===== config.mk =====
export PLATFORM = sky130hd
export DESIGN_NAME = uart_tx_mmio
export DESIGN_NICKNAME = d
export VERILOG_FILES = /design/src/rtl/uart_tx_mmio.sv
export SDC_FILE = /design/constraint.sdc
export NUM_CORES = 1
export LEC_CHECK = 0
export CAP_MARGIN = 10
export CORE_MARGIN = 2
export CORE_UTILIZATION = 54
export DETAILED_ROUTE_END_ITERATION = 7
export PLACE_DENSITY = 0.79
export SLEW_MARGIN = 10
export SYNTH_ARGS = -nofsm -noshare
export SYNTH_HDL_FRONTEND = slang
export SYNTH_SLANG_ARGS = --single-unit

===== constraint.sdc =====
create_clock -name sysclk -period 8.2 [get_ports sysclk]
set_input_delay 1.64 -clock sysclk [delete_from_list [all_inputs] [get_ports sysclk]]
set_output_delay 1.64 -clock sysclk [all_outputs]
set_load 0.05 [all_outputs]

===== src/rtl/uart_tx_mmio.sv =====
// uart_tx_mmio: memory-mapped 8N1 UART transmitter with byte FIFO and sticky overflow flag.
// Define UART_TX_PARITY_EN for 8E1 framing (even parity bit, STATUS bit 4 set).
module uart_tx_mmio #(
  parameter logic [31:0] BASE_ADDR = 32'h4000_0000,
  parameter int CLKS_PER_BIT = 1085,
  parameter int DEPTH = 16
) (
  input  logic        sysclk,
  input  logic        reset,
  input  logic        core_tick,
  input  logic [31:0] addr,
  input  logic [31:0] data_i,
  input  logic        write_en,
  output logic [31:0] rd_data,
  output logic        txd,
  output logic        busy
);
  localparam int AW = $clog2(DEPTH);
  localparam int CW = $clog2(CLKS_PER_BIT);
  localparam logic [CW-1:0] LAST = CW'(CLKS_PER_BIT - 1);
`ifdef UART_TX_PARITY_EN
  localparam logic PAR_EN = 1'b1;
  typedef enum logic [2:0] {IDLE, START, DATA, PARITY, STOP} state_t;
`else
  localparam logic PAR_EN = 1'b0;
  typedef enum logic [2:0] {IDLE, START, DATA, STOP} state_t;
`endif
  logic [7:0] mem [DEPTH];
  logic [AW-1:0] wptr, rptr;
  logic [AW:0] count, count_n;
  logic full, empty, ovf, push, pop, wr_data, wr_stat, last, txd_n;
  state_t state, state_n;
  logic [CW-1:0] cnt, cnt_n;
  logic [2:0] idx, idx_n;
  logic [7:0] shreg, shreg_n;
  assign wr_data = core_tick & write_en & (addr == BASE_ADDR);
  assign wr_stat = core_tick & write_en & (addr == BASE_ADDR + 32'd4);
  assign full = count == (AW+1)'(DEPTH);
  assign empty = count == '0;
  // full is judged on the pre-pop count, so a push is dropped even if a pop coincides
  assign push = wr_data & ~full;
  assign count_n = count + (AW+1)'(push) - (AW+1)'(pop);
  assign last = cnt == LAST;
  assign rd_data = {27'b0, PAR_EN, ovf, full, empty, busy};
  always_ff @(posedge sysclk)
    if (push) mem[wptr] <= data_i[7:0];
  always_ff @(posedge sysclk) begin
    if (reset) begin
      wptr <= '0;
      rptr <= '0;
      count <= '0;
      ovf <= 1'b0;
    end else begin
      wptr <= push ? wptr + AW'(1) : wptr;
      rptr <= pop ? rptr + AW'(1) : rptr;
      count <= count_n;
      ovf <= (ovf & ~wr_stat) | (wr_data & full);
    end
  end
  always_ff @(posedge sysclk) begin
    if (reset) begin
      state <= IDLE;
      cnt <= '0;
      idx <= '0;
      shreg <= '0;
      txd <= 1'b1;
      busy <= 1'b0;
    end else begin
      state <= state_n;
      cnt <= cnt_n;
      idx <= idx_n;
      shreg <= shreg_n;
      txd <= txd_n;
      busy <= (state_n != IDLE) || (count_n != '0);
    end
  end
  always_comb begin
    state_n = state;
    cnt_n = last ? '0 : cnt + CW'(1);
    idx_n = idx;
    shreg_n = shreg;
    txd_n = txd;
    pop = 1'b0;
    case (state)
      IDLE: begin
        cnt_n = '0;
        txd_n = empty;
        pop = ~empty;
        shreg_n = empty ? shreg : mem[rptr];
        state_n = empty ? IDLE : START;
      end
      START: if (last) begin
        state_n = DATA;
        idx_n = '0;
        txd_n = shreg[0];
      end
      DATA: if (last) begin
        idx_n = idx + 3'd1;
`ifdef UART_TX_PARITY_EN
        state_n = (idx == 3'd7) ? PARITY : DATA;
        txd_n = (idx == 3'd7) ? ^shreg : shreg[idx + 3'd1];
`else
        state_n = (idx == 3'd7) ? STOP : DATA;
        txd_n = (idx == 3'd7) ? 1'b1 : shreg[idx + 3'd1];
`endif
      end
`ifdef UART_TX_PARITY_EN
      PARITY: if (last) begin
        state_n = STOP;
        txd_n = 1'b1;
      end
`endif
      // back-to-back frames: the next byte is popped straight out of STOP
      STOP: if (last) begin
        pop = ~empty;
        shreg_n = empty ? shreg : mem[rptr];
        state_n = empty ? IDLE : START;
        txd_n = empty;
      end
      default: ;
    endcase
  end
endmodule


Word level (Yosys, flattened, before mapping)
Memories as Yosys holds them, arrays and structs flattened. A register that Yosys moved wholly into a read port is not among the register bits.
Index checks and enable logic that the tools add are counted.

storage, ports and cells
  input port bits = 68
  bits in writable memories = 128
  bits in registers = 41
  word-level logic and storage cells = 76
  output and inout bits = 34
  memories = 1

cells by class
  $add $sub $neg = 6
  equality and inequality tests = 11
  reductions and logical operators = 12
  bitwise operators = 10
  mux-type cells = 25
  $lt $le $gt $ge = 1

memories
  name  words  bits a word  read ports  clocked after memory_dff  write ports  line  text
  mem   16     8            1           1                         1            28    logic [7:0] mem [DEPTH];

operator list
  operator               count
  $eq 32x31->1 const B   2
  $mux 8                 2
  $pmux 8 s2             1
  $mux 3                 5
  $pmux 3 s4             1
  $add 11x1->11 const B  1
  $eq 11x11->1 const B   1
  $mux 1                 10
  $add 4x1->4 const B    2
  $mux 4                 2
  $and 1x1->1            6
  $eq 3x2->1 const B     2
  $ne 2x2->1 const B     3
  $pmux 3 s2             1
  $add 5x1->5            1
  $eq 5x5->1 const B     1
  $logic_not 5->1        1
  $reduce_bool 5->1      1
  $sub 5x1->5            1
  $lt 3x4->1 const B     1
  $pmux 1 s4             1
  $reduce_and 4->1       1
  $reduce_bool 2->1      2
  $reduce_bool 4->1      1
  13 further kinds       15

Logic depth before layout (Yosys ltp)
  depth in word-level cells = 7
  mapped depth = 14
  gate-level depth less buffers = 13

Worst setup path after synthesis
OpenSTA, ideal clock, no wires.

  kind = in2reg
  from = in addr[1]
  to = reg busy
  slack = 4.102 ns
  data required time = 8.062 ns
  data arrival time = 3.960 ns
  stages on the path = 11
  buffers on the path = 0
  library setup time = 0.138 ns
  cells stage by stage = nor4b_1 nand4_1 or4_1 xnor2_1 ha_1 fa_1 a21oi_1 nor2_1 nor2_1 xnor2_1 a41oi_1

between the ends
  cells in the longest elaborated chain, start to end = 7

RTL lines
  what                  line  text
  from (decl)           11    input logic [31:0] addr,
  $eq 32x31->1          36    assign wr_data = core_tick & write_en & (addr == BASE_ADDR);
  $and 1x1->1           36
  $and 1x1->1           41    assign push = wr_data & ~full;
  $add 5x1->5           42    assign count_n = count + (AW+1)'(push) - (AW+1)'(pop);
  $sub 5x1->5           42
  $reduce_bool 5->1     74    busy <= (state_n != IDLE) || (count_n != '0);
  $logic_or 1x1->1      74
  to (signal assigned)  74
  to (decl)             16    output logic busy

No other way between the ends.
A chain may end at the register's enable or synchronous reset.

Worst setup path after layout
  from = in addr[26]
  to = reg busy

between the ends
  cells in the longest elaborated chain, start to end = 7

RTL lines
  what                  line  text
  $eq 32x31->1          36
  $and 1x1->1           36
  $and 1x1->1           41
  $add 5x1->5           42
  $sub 5x1->5           42
  named net count_n[1]  30    logic [AW:0] count, count_n;
  $reduce_bool 5->1     74
  $logic_or 1x1->1      74

The timed path passes the listed nets, and every way through them passes these cells.

==> results.md <==
Run status:
- The flow ran to the end, and the final reports show no timing, DRC or antenna violations.

Clock tree:
- The post-cts resize count is 0.
- Counting along the longest clock path gives a buffer depth of 2.
- The H-tree depth is 4.
- The number of buffers inserted to repair setup after CTS is 0.
- TritonCTS built the clock tree.
- CTS saw approximately 170 sinks.
- The total of hold buffers inserted after clock tree synthesis is 0.
- The CTS root buffer is clkbuf_16.
- The CTS clock-pin slew for the worst setup and hold paths is about 0.060 ns.
- TritonCTS created 17 clock buffers.
- The clock latency on the worst-skew pair is about 0.43 ns.

Placed design:
- In this run, placement finished with an instance count of 708.
- The congestion estimate from routability-driven global placement came to 0.807.
- The total of buffers placed on input and output ports is 49.
- OpenSTA, run right after detailed placement, puts the worst setup slack at around 3.2 ns.
- The post-place instance area is 7920 sq um.
- After legalization and detailed placement, the total HPWL measured between 9 and 10 mm.

Setup path:
- The data arrival at the endpoint of the critical path is 4.87 ns.
- The signal on the critical path passes through clkdlybuf4s50_1 > nor4_1 > nand4_1 > or4_1 > xnor2_1 > ha_1 > fa_1 > nor3_1 > nand2_1 > nor3_1 > a41oi_1.
- The reg2reg setup slack is 4.83 ns.
- The cell family with the largest share of critical-path delay is simple AND/OR/NAND/NOR gates.
- The worst register-to-register path begins at count[3].
- The setup path with the least slack is of type in2reg.
- The endpoint identified for the worst register-to-register timing path is busy.
- The largest fanout on the critical path is 4.
- Counting stages on the worst path, the most repeated cell is nor3_1.
- For this run, the slowest stage of the critical path takes between 0.6 and 0.7 ns.
- STA classifies the critical path startpoint as an input port.
- On the critical path, the stage with the largest delay is an instance of or4_1.
- The worst register-to-register path has a depth of 12.
- For the worst setup path, the data required time is 8.48 ns.
- STA classifies the critical path endpoint as a flop.
- The number of buffer and inverter stages on the critical path is 1.

Detailed routing:
- The via density per instance is 5.70.
- The first routing iteration left 468 violations.
- In this run the remaining antenna-violating nets after routing total 0.
- The total number of vias is 4215.
- For this run, design rule violations remaining after detail routing come to 0.
- The routed wire length per instance is roughly 19 um.
- The overall routed net length is approximately 14 mm.
- The total iterations of the first detailed-routing run is 5.

Power:
- Summed over all cells, the static leakage comes to 2.79 nW.
- The power density normalized to cell area is 270 nW/um^2.
- The worst-case IR drop observed on VDD is 0.186 mV.
- The total power draw is approximately 2.3 mW.

Floorplanning:
- The floorplan row count is 42.
- The die extent in x is 121 um.
- In this run the count of I/O pins placed on the die edge is roughly 100.
- The core region is 13300 sq um.
- From bottom edge to top edge, the die measures 121 um.
- The initial cell density of the core is 55.7%.
- The die covers 14700 sq um.

Synthesis:
- The post-synthesis cell count is 504.
- The fraction of synthesis flops using an asynchronous set or reset pin is 0%.
- Of the synthesized area, sequential elements account for around 64%.
- The netlist area before placement is 7410 sq um.
- The register bit total from synthesis is 173.
- By area the synthesized netlist is led by edfxtp_1 52%, dfxtp_1 12%, mux4_2 9.7%.
- After synthesis, the most frequently instantiated cells are 128 x edfxtp_1, 62 x nor2_1, 45 x dfxtp_1.
- Dividing the synthesized area by the synthesized cell count gives around 15 sq um.
- In this run, distinct cell masters in the synthesized netlist total 51.
- The cell taking the most area after synthesis is edfxtp_1.
- Yosys mapped a number of flops with a built-in enable equal to 128.
- The Yosys step of the flow raised 0 warnings.
- After synthesis, the largest area contributor takes up between 50% and 60% of total cell area.
- In the post-synthesis netlist, the cell with the most instances is edfxtp_1.
- In the synthesized netlist the dominant register cell turns out to be edfxtp_1.

Min path:
- The class of the most critical hold timing path is reg2reg.
- The path with the worst hold slack has its endpoint at shreg[6].
- The cell depth of the worst hold path is 2.
- The worst min-delay path startpoint is shreg[6].

STA:
- For the final database, setup skew stands at 0.00771 ns.
- Across all setup checks in the final design, the least slack found is approximately 3.6 ns.
- After layout, the worst path uses 56.0% of the clock period.
- The final-report hold violation count is 0.
- Setup violations remaining at the end of the flow were counted as 0.
- Static timing analysis puts the maximum clock frequency at around 0.22 GHz.
- The total count of max-transition violations in the final report is 0.
- Setup repair after global routing left no endpoint under its margin.
- Adding up every negative setup slack in the final design gives 0 ns.
- For the pin with the worst max-slew slack, the measured transition is 1.18 ns.
- The worst max-slew margin expressed relative to the limit is 20.9%.
- The final period demand of the worst path is 4.59 ns.

GRT:
- The global router's overall resource usage is 20.9%.
- Entering global routing, the biggest net connects 37 pins.
- For this run the aggregate overflow at the end of global routing stands at 0.
- The via count of the first global-routing pass is 4222.
- The number of antenna violations at the first check in global routing is 0.
- The first global-routing pass estimated around 22 mm of wire.

Cells and area:
- Of the cells placed in the final design, the portion with a size suffix greater than 1 is around 14%.
- Once layout is done, the placed cells without fillers occupy approximately 8400 sq um.
- The net count of the finished layout is around 630.
- The repair_antennas step left the layout with diodes totalling 0.
- After the flow finishes, the layout carries non-filler instances totaling 740.
- The layout overhead on the synthesized area is 14.1%.

Flow run:
- The count of max-cap constraint violations is 0.
[routing by layer]
metal,global-route usage (%),up-vias,part of all wire [%]
met5,0,-,0
met2,33.7,171,49
met4,9.30,0,2.8
li1,-,1957,-
met3,5.92,26,7.0
met1,26.4,2061,41
[through the flow]
stage / util (%) / hold WS (ns)
after CTS: 63.5 / 0.482
final: 63.6 / 0.485
after detailed placement: 59.6 / 0.471
after floorplan: - / 0.437
after global placement: 59.6 / 0.455
after global routing: 63.6 / 0.506
[flip-flops by register name, summed over array words and instances, names as in the netlist, named ones only]
| register | flops |
|---|---|
| state | 3 |
| txd | 1 |
| count | 5 |
| rptr | 4 |
| cnt | 11 |
| shreg | 8 |
| busy | 1 |
| wptr | 4 |
| idx | 3 |
| mem | 128 |
| ovf | 1 |
[cells in the final DEF (no fill, tap or decap), types with 4 or more instances in the layout]
cell | synthesis | layout
o21ai_0 | 4 | 4
mux2i_1 | 5 | 5
inv_1 | 11 | 11
a31oi_1 | 4 | 4
mux2_2 | 5 | 5
edfxtp_1 | 128 | 128
buf_4 | 33 | 5
clkdlybuf4s50_1 | 0 | 49
a311oi_1 | 7 | 7
ha_1 | 14 | 14
nor4_1 | 6 | 6
nand4_1 | 6 | 6
conb_1 | 1 | 28
dfxtp_1 | 45 | 44
a21oi_1 | 9 | 9
nand2_1 | 16 | 16
xnor2_1 | 9 | 9
nand3_1 | 8 | 8
nor2b_1 | 10 | 10
a22oi_1 | 13 | 13
nor2_1 | 62 | 62
mux4_2 | 32 | 32
xor2_1 | 7 | 7
clkbuf_16 | 0 | 17
nor3_1 | 10 | 9
[cells by family (layout without fill, tap and decap cells)]
logic type	Yosys count	in the layout	share of synthesized area, %
AO/OA/AOI/OAI	50	50	5.07
buffers and inverters	64	97	5.10
flip-flops	173	173	64.1
multiplexers	42	42	11.2
other	1	28	0.0506
AND/OR/NAND/NOR	143	143	10.0
adder cells (fa/ha/maj)	15	15	2.64
XOR/XNOR	16	16	1.89
[worst max-delay path by stage]
| stage | endpoint | cells after the start | startpoint |
|---|---|---|---|
| 2_1_floorplan | busy | 11 | addr[1] |
| 3_3_place_gp | busy | 11 | addr[0] |
| 3_5_place_dp | busy | 12 | addr[26] |
| 4_1_cts | busy | 11 | addr[26] |
| 5_1_grt | busy | 11 | addr[26] |
| 6_report | busy | 11 | addr[26] |
[final cells by class]
cell class,instances,area [sq um]
clock inverter,13,91.3
timing repair buffer,54,528
tap,176,220
multi-input combinational,294,2390
inverter,11,41.3
fill,931,4850
clock buffer,19,433
sequential,173,4750
[power by group]
group / total [mW] / leakage [nW] / internal (mW) / switching [mW]
Combinational: 0.542 / 1.02 / 0.241 / 0.301
Clock: 0.718 / 0.252 / 0.387 / 0.330
Sequential: 1.02 / 1.52 / 0.985 / 0.0388
[tightest hold or removal path, delay by kind of cell (launching register included)]
kind / cells / cell delay [ns]
AO/OA/AOI/OAI: 1 / 0.06
flip-flops: 1 / 0.32
AND/OR/NAND/NOR: 1 / 0.06
Note: power is estimated with default switching activity, not from simulation.
